--- config.mk ---
export PLATFORM = sky130hd
export DESIGN_NAME = fifo_pop_stream
export DESIGN_NICKNAME = d
export VERILOG_FILES = /design/src/rtl/fifo_pop_stream_pkg.sv /design/src/rtl/fifo_pop_stream_buf.sv /design/src/rtl/fifo_pop_stream.sv
export SDC_FILE = /design/constraint.sdc
export NUM_CORES = 1
export LEC_CHECK = 0
export ABC_AREA = 1
export ABC_CLOCK_PERIOD_IN_PS = 3800
export CAP_MARGIN = 25
export CORE_MARGIN = 3
export CORE_UTILIZATION = 52
export DETAILED_ROUTE_END_ITERATION = 8
export PLACE_DENSITY = 0.85
export REMOVE_ABC_BUFFERS = 1
export SETUP_SLACK_MARGIN = 0.3
export SLEW_MARGIN = 25
export SYNTH_ARGS = -nofsm -noshare
export SYNTH_HDL_FRONTEND = slang
export SYNTH_SLANG_ARGS = --single-unit
--- constraint.sdc ---
create_clock -name clk_i -period 3.8 [get_ports clk_i]
set_clock_uncertainty 0.05 [all_clocks]
set_input_delay 0.95 -clock clk_i [delete_from_list [all_inputs] [get_ports clk_i]]
set_output_delay 0.95 -clock clk_i [all_outputs]
set_load 0.03 [all_outputs]
--- src/rtl/fifo_pop_stream_pkg.sv ---
// fifo_pop_stream_pkg: shared state encoding and widths for the queue-to-stream reader.
package fifo_pop_stream_pkg;
  typedef enum logic [1:0] {
    ST_EMPTY = 2'b00,
    ST_ONE   = 2'b01,
    ST_TWO   = 2'b10
  } state_e;
  localparam int unsigned USAGE_WIDTH = 2;
endpackage

--- src/rtl/fifo_pop_stream_buf.sv ---
// fifo_pop_stream_buf: two-entry output buffer, A is the presented head, B the spill slot.
module fifo_pop_stream_buf #(
  parameter type dtype = logic [31:0]
) (
  input  logic clk_i,
  input  logic rst_ni,
  input  logic ld_a,
  input  logic ld_b,
  input  logic shift,
  input  dtype data_i,
  output dtype a_o
);
  dtype b_q;
  always_ff @(posedge clk_i)
    if (!rst_ni) begin
      a_o <= '0;
      b_q <= '0;
    end else begin
      a_o <= shift ? b_q : ld_a ? data_i : a_o;
      b_q <= ld_b ? data_i : b_q;
    end
endmodule

--- src/rtl/fifo_pop_stream.sv ---
// fifo_pop_stream: drains a queue pop side into a valid/ready stream with no ready-to-pop path.
// Optional backpressure counter: define FIFO_POP_STREAM_STALL_CNT_EN.
module fifo_pop_stream
  import fifo_pop_stream_pkg::*;
#(
  parameter int unsigned DATA_WIDTH = 32,
  parameter type dtype = logic [DATA_WIDTH-1:0],
  parameter int unsigned CNT_WIDTH = 16
) (
  input  logic                   clk_i,
  input  logic                   rst_ni,
  input  logic                   flush_i,
  input  logic                   empty_i,
  input  dtype                   data_i,
  output logic                   pop_o,
  output logic                   valid_o,
  input  logic                   ready_i,
  output dtype                   data_o,
  output logic [USAGE_WIDTH-1:0] usage_o,
  output logic [CNT_WIDTH-1:0]   count_o,
  output logic [CNT_WIDTH-1:0]   stall_cnt_o
);
  state_e state_q;
  logic hs, ld_a, ld_b, shift;
  assign pop_o   = rst_ni & ~flush_i & ~empty_i & (state_q != ST_TWO);
  assign valid_o = (state_q != ST_EMPTY) & ~flush_i;
  assign hs      = valid_o & ready_i;
  assign usage_o = state_q;
  // A is refilled when empty or when its beat leaves; B only catches the overflow beat.
  assign ld_a  = pop_o & ((state_q == ST_EMPTY) | ((state_q == ST_ONE) & hs));
  assign ld_b  = pop_o & (state_q == ST_ONE) & ~hs;
  assign shift = (state_q == ST_TWO) & hs;
  always_ff @(posedge clk_i)
    if (!rst_ni || flush_i) begin
      state_q <= ST_EMPTY;
      count_o <= '0;
    end else begin
      case (state_q)
        ST_EMPTY: if (pop_o) state_q <= ST_ONE;
        ST_ONE:   if (pop_o & ~hs) state_q <= ST_TWO;
                  else if (~pop_o & hs) state_q <= ST_EMPTY;
        ST_TWO:   if (hs) state_q <= ST_ONE;
        default:  state_q <= ST_EMPTY;
      endcase
      if (hs) count_o <= count_o + CNT_WIDTH'(1);
    end
  fifo_pop_stream_buf #(.dtype(dtype)) u_buf (
    .clk_i (clk_i),
    .rst_ni(rst_ni),
    .ld_a  (ld_a),
    .ld_b  (ld_b),
    .shift (shift),
    .data_i(data_i),
    .a_o   (data_o)
  );
`ifdef FIFO_POP_STREAM_STALL_CNT_EN
  logic [CNT_WIDTH-1:0] stall_q;
  always_ff @(posedge clk_i)
    if (!rst_ni || flush_i) stall_q <= '0;
    else if (valid_o & ~ready_i & ~&stall_q) stall_q <= stall_q + CNT_WIDTH'(1);
  assign stall_cnt_o = stall_q;
`else
  assign stall_cnt_o = '0;
`endif
endmodule
==> flow_summary.json, run 1 <==
{
  "rsz0062_at_grt": "no",
  "crit_chain": "clkdlybuf4s50_1, nor2_1, clkdlybuf4s50_1",
  "cts-root-buf": "clkbuf_8",
  "internal-power_w": 0.00142,
  "path_class": "input port to primary output",
  "antennaDiodeCount": 0,
  "final_common_cell": "nand2_1",
  "power_switching_w": 0.000496,
  "grt_pass1_vias": 3515,
  "ir_drop_uv": 224,
  "pin_count": 105,
  "final_nets": 725,
  "slowest_stage": "clkdlybuf4s50_1",
  "min_path_cells": 2,
  "drt_first_iter_violations": 154,
  "stdcell_count": 790,
  "core_area_um2": 7290,
  "die_h_um": 93.1,
  "fmax_mhz": 305,
  "hp-start": "u_buf.b_q[25]",
  "start_util_pct": 54.1,
  "power_frac_seq_pct": 46.7,
  "final_cell_mix": "162 x nand2_1, 153 x nor2_1, 86 x clkdlybuf4s50_1",
  "hold_path.class": "flip-flop to flip-flop",
  "wl_per_cell_um": 11.9,
  "viasPerCell": 4.85,
  "slew_viol_final": 0,
  "outcome": "finished clean",
  "power_leakage_nw": 2.25,
  "fill_cells": 641,
  "wl_um": 9370,
  "die_w_um": 93.1,
  "cts_tree": "yes",
  "reg2reg_from": "usage_o[1]",
  "power.density_nw_per_um2": 382,
  "pwr-share-clk_pct": 39.7,
  "drive_gt1_share_pct": 5.21,
  "synth_flop_cell": "dfxtp_1",
  "ys_seq_area_share_pct": 41.6,
  "clk_latency_ns": 0.35,
  "port_buffers": 88,
  "grt-ovfl-total": 0,
  "dpl.cell_count": 775,
  "rows": 31,
  "postCtsResizedCells": 0,
  "worstRegToRegCells": 8,
  "hold_viol_final": 0,
  "dr.pass1.iters": 6,
  "min_to": "u_buf.b_q[25]",
  "layout_min_cycle_time_ns": 3.28,
  "seqCellArea_um2": 1640,
  "worstMarginPinSlew_ns": 0.646,
  "crit_path_end_kind": "primary output",
  "gp_congestion": 0.853,
  "antenna_found_initial": 0,
  "async_flop_share_pct": 0,
  "crit_fanout": 4,
  "cpPeakStageDelay_ns": 0.67,
  "worstPathArrival_ns": 2.28,
  "setup_viol": 0,
  "hpwlAfterDp_um": 6310,
  "multi_input_area_um2": 1870,
  "grt_start_max_net_pins": 60,
  "cap_violations": 0,
  "netlist_area_um2": 3940,
  "clk_path_buf_depth": 2,
  "h-tree-depth": 3,
  "min_period_over_period_pct": 86.3,
  "p_sw_share_pct": 25.8,
  "drc": 0,
  "reg2reg_to": "u_buf.a_o[27]",
  "cpMostUsedCell": "clkdlybuf4s50_1",
  "r2r_slack_ns": 1.53,
  "power_frac_comb_pct": 13.7,
  "postRouteAntennaNets": 0,
  "cts_setup_buffers": 0,
  "path_clk_slew_ns": 0.09,
  "finalSetupTns_ns": 0,
  "crit_family": "buffers and inverters",
  "crit_buf_inv": 2,
  "synth_edf_count": 0,
  "synth.ff_latch_count": 82,
  "syn_inst": 613,
  "yosys_warnings": 0,
  "cts.sinks": 82,
  "slew_headroom_pct": 56.8,
  "cts_hold_buf": 0,
  "syn_to_final_growth_pct": 27.3,
  "critPathRequiredTime_ns": 2.80,
  "cts_made_buffers": 9,
  "vias": 3835,
  "grt_usage_pct": 21.8,
  "worstSetupStartpointType": "input port",
  "avgSynthCellArea_um2": 6.43,
  "yosysUniqueCellTypes": 27,
  "design.die.area_um2": 8660,
  "grt_pass1_wl_um": 15600
}
[power by group through the flow]
stage               sequential (W)  clock, W  combinational, W
global placement          0.000915         0          0.000256
finish                    0.000895  0.000761          0.000262
CTS                       0.000896  0.000770          0.000263
detailed placement        0.000916         0          0.000260
global route              0.000899  0.000812          0.000287
floorplan                 0.000958         0          0.000103
[worst register-to-register path, stage by stage, from the launching register on]
cell	delay (ns)
dfxtp_1	0.46
nand2_2	0.11
inv_2	0.48
nand2_1	0.41
buf_4	0.34
nand2_1	0.09
nand2_1	0.05
nor2_1	0.12
nor2_1	0.05
[routing by layer]
| metal | GRT usage (%) | vias up | wire length [um] |
|---|---|---|---|
| met1 | 27.0 | 1692 | 4040 |
| met3 | 3.22 | 18 | 586 |
| met2 | 37.5 | 133 | 4530 |
| met5 | 0 | - | 0 |
| li1 | - | 1992 | - |
| met4 | 9.77 | 0 | 212 |
[worst max path at each step]
stage,depth (start not counted),from,end,slack [ns]
global route,3,flush_i,valid_o,0.46
CTS,3,flush_i,valid_o,0.51
floorplan,7,ready_i,u_buf.a_o[0],0.27
global placement,3,flush_i,valid_o,0.53
finish,3,flush_i,valid_o,0.52
detailed placement,3,flush_i,valid_o,0.51
[cells by family after synthesis]
kind of cell | after synthesis | share of synthesized area (%)
DFF | 82 | 41.6
and+or+nand+nor | 377 | 38.8
buffers and inverters | 104 | 12.4
adders and majority gates | 1 | 0.317
xor gates and xnor gates | 2 | 0.444
AOI/OAI and AO/OA | 46 | 6.25
other | 1 | 0.0951
[layout make-up]
cell class              count  share of cell area, %
multi-input cells         442                   37.3
repair buffers             95                   18.4
flip-flops and latches     82                   32.7
clock inverters             6                   2.29
well taps                  99                   2.47
inverters                  57                   4.26
clock buffers               9                   2.47
[synth_stat cells (5+ instances only)]
| library cell | n | area, um2 |
|---|---|---|
| nand4_1 | 5 | 31.3 |
| nand3_1 | 39 | 195 |
| nor3_1 | 7 | 35.0 |
| clkbuf_1 | 17 | 63.8 |
| a21oi_1 | 6 | 30.0 |
| inv_1 | 54 | 203 |
| nand2_1 | 162 | 608 |
| o21ai_0 | 37 | 185 |
| nor2_1 | 153 | 574 |
| dfxtp_1 | 82 | 1640 |
| buf_2 | 8 | 40.0 |
| buf_4 | 18 | 135 |
[through the flow]
| step | total power, W | worst slack, ns | hold slack (ns) | util (%) | cell area [um2] |
|---|---|---|---|---|---|
| after floorplan | 0.00106 | 0.275 | 0.406 | - | 3720 |
| after global placement | 0.00117 | 0.526 | 0.414 | 65.5 | 4780 |
| after detailed placement | 0.00118 | 0.509 | 0.423 | 65.5 | 4780 |
| after CTS | 0.00193 | 0.507 | 0.441 | 68.8 | 5020 |
| after global routing | 0.00200 | 0.464 | 0.464 | 68.8 | 5020 |
| final | 0.00192 | 0.520 | 0.441 | 68.8 | 5020 |
[flip-flops by register name (all words and copies together), names as in the netlist]
name and cells:
usage_o 2, count_o 16, u_buf.b_q 32, u_buf.a_o 32
(Power assumes the default switching activity.)
==> run 2, diff against run 1 <==
--- a/config.mk
+++ b/config.mk
@@ -7,14 +7,13 @@
 export LEC_CHECK = 0
 export ABC_AREA = 1
 export ABC_CLOCK_PERIOD_IN_PS = 3800
-export CAP_MARGIN = 25
 export CORE_MARGIN = 3
 export CORE_UTILIZATION = 52
 export DETAILED_ROUTE_END_ITERATION = 8
 export PLACE_DENSITY = 0.85
 export REMOVE_ABC_BUFFERS = 1
 export SETUP_SLACK_MARGIN = 0.3
-export SLEW_MARGIN = 25
+export SLEW_MARGIN = 10
 export SYNTH_ARGS = -nofsm -noshare
 export SYNTH_HDL_FRONTEND = slang
 export SYNTH_SLANG_ARGS = --single-unit
==> results of run 2 <==
No change in the layout: final DEF, timing and power equal those of run 1.
==> run 3, diff against run 2 <==
--- a/config.mk
+++ b/config.mk
@@ -10,6 +10,7 @@
 export CORE_MARGIN = 3
 export CORE_UTILIZATION = 52
 export DETAILED_ROUTE_END_ITERATION = 8
+export GPL_TIMING_DRIVEN = 0
 export PLACE_DENSITY = 0.85
 export REMOVE_ABC_BUFFERS = 1
 export SETUP_SLACK_MARGIN = 0.3
==> run 3 against run 2 <==
Against the previous run: cell area rose by 0.20%; sequential share of layout area fell by 0.065 points; power is 4.1% lower; die area unchanged; largest cell class unchanged; largest power group unchanged.
==> flow_summary.json, run 3 (synthesis results as in run 1) <==
{
  "drc": 0,
  "grt_pass1_vias": 3713,
  "gp_congestion": 0.857,
  "syn_to_final_growth_pct": 27.5,
  "post-place-ws_ns": -0.177,
  "power_frac_comb_pct": 14.6,
  "power_switching_w": 0.000484,
  "worstPathArrival_ns": 2.50,
  "hpwlAfterDp_um": 6410,
  "cpPeakStageDelay_ns": 0.67,
  "start_util_pct": 54.1,
  "cap_violations": 0,
  "power.density_nw_per_um2": 366,
  "layout_min_cycle_time_ns": 3.50,
  "setup_viol": 0,
  "outcome": "finished clean",
  "path_class": "input port to primary output",
  "hold_path.class": "flip-flop to flip-flop",
  "cts.sinks": 82,
  "crit_path_end_kind": "primary output",
  "drt_first_iter_violations": 198,
  "cpMostUsedCell": "clkdlybuf4s50_1",
  "crit_chain": "clkdlybuf4s50_1, nor2_4, nand3_2, inv_1, clkdlybuf4s50_1",
  "viasPerCell": 5.00,
  "wl_um": 9730,
  "vias": 3940,
  "fmax_mhz": 285,
  "worstSetupStartpointType": "input port",
  "design.die.area_um2": 8660,
  "worst_slack_ns": 0.295,
  "core_area_um2": 7290,
  "crit_fanout": 4,
  "final_cell_mix": "161 x nand2_1, 153 x nor2_1, 87 x clkdlybuf4s50_1",
  "internal-power_w": 0.00136,
  "path_depth": 5,
  "cts_tree": "yes",
  "rows": 31,
  "slowest_stage": "clkdlybuf4s50_1",
  "pin_count": 105,
  "min_period_over_period_pct": 92.2,
  "drive_gt1_share_pct": 4.79,
  "grt_pass1_wl_um": 16000,
  "slew_viol_final": 0,
  "final_common_cell": "nand2_1",
  "rsz0062_at_grt": "yes",
  "dr.pass1.iters": 5,
  "cts_made_buffers": 9,
  "grt_usage_pct": 22.5,
  "die_w_um": 93.1,
  "worstRegToRegCells": 8,
  "h-tree-depth": 3,
  "path_clk_slew_ns": 0.09,
  "power_leakage_nw": 2.24,
  "die_h_um": 93.1,
  "critPathRequiredTime_ns": 2.80,
  "power_frac_seq_pct": 48.7,
  "antennaDiodeCount": 0,
  "min_path_cells": 2,
  "power.total_w": 0.00184,
  "worstMarginPinSlew_ns": 0.884,
  "postRouteAntennaNets": 0,
  "ir_drop_uv": 214,
  "wl_per_cell_um": 12.3,
  "largestRegisters": "u_buf.a_o x32, u_buf.b_q x32, count_o x16",
  "grt_start_max_net_pins": 39,
  "antenna_found_initial": 0,
  "cts-root-buf": "clkbuf_8",
  "clk_path_buf_depth": 2,
  "pwr-share-clk_pct": 36.7,
  "crit_family": "buffers and inverters",
  "port_buffers": 88,
  "slew_headroom_pct": 40.9,
  "clk_latency_ns": 0.34,
  "final_nets": 723,
  "grt-ovfl-total": 0,
  "crit_buf_inv": 3,
  "r2r_slack_ns": 1.26,
  "hold_viol_final": 0,
  "p_sw_share_pct": 26.3
}
## run 3: per-stage QoR
step                      util [%]  cell area, um2  cells  hold slack (ns)  setup TNS [ns]
after global placement        64.8            4730    768            0.412         -110.17
final                         69.0            5030    788            0.439               0
after floorplan                  -            3720    581            0.406               0
after CTS                     68.9            5020    788            0.441               0
after detailed placement      65.9            4800    772            0.424           -4.05
after global routing          69.0            5030    788            0.467               0
## run 3: worst paths after layout
check                  end          from
min           u_buf.b_q[3]  u_buf.b_q[3]
max                  pop_o       flush_i
min reg2reg   u_buf.b_q[3]  u_buf.b_q[3]
max reg2reg  u_buf.b_q[24]    usage_o[0]
## run 3: repair_timing
action,in CTS,in global routing
hold buffers,0,0
endpoints found under the setup margin,33,20
buffers inserted,1,0
gates resized for setup,1,2
cloned,0,0
pin swaps,1,0
## run 3: metal layers
metal,vias to the layer above,track usage (%),share of wire [%]
li1,1983,-,-
met1,1772,26.7,42
met2,166,39.2,50
met3,19,3.38,6.7
met4,0,11.4,1.8
met5,-,0,0
## run 3: power groups by stage
stage	Sequential (W)	Clock, W	Combinational, W
finish	0.000896	0.000675	0.000269
global route	0.000898	0.000724	0.000294
CTS	0.000896	0.000685	0.000269
detailed placement	0.000916	0	0.000265
global placement	0.000915	0	0.000255
floorplan	0.000958	0	0.000103
## run 3: final cells by class
class	count	area [um2]
Sequential cell	82	1640
Tap cell	99	124
Clock inverter	5	80.1
Clock buffer	10	128
Inverter	57	214
Multi-Input combinational cell	442	1880
Fill cell	648	2260
Timing Repair Buffer	93	960
## run 3: worst min-delay path: stages (launching register included)
cell     delay, ns
dfxtp_1       0.33
nor2_1        0.04
nor2_1        0.08
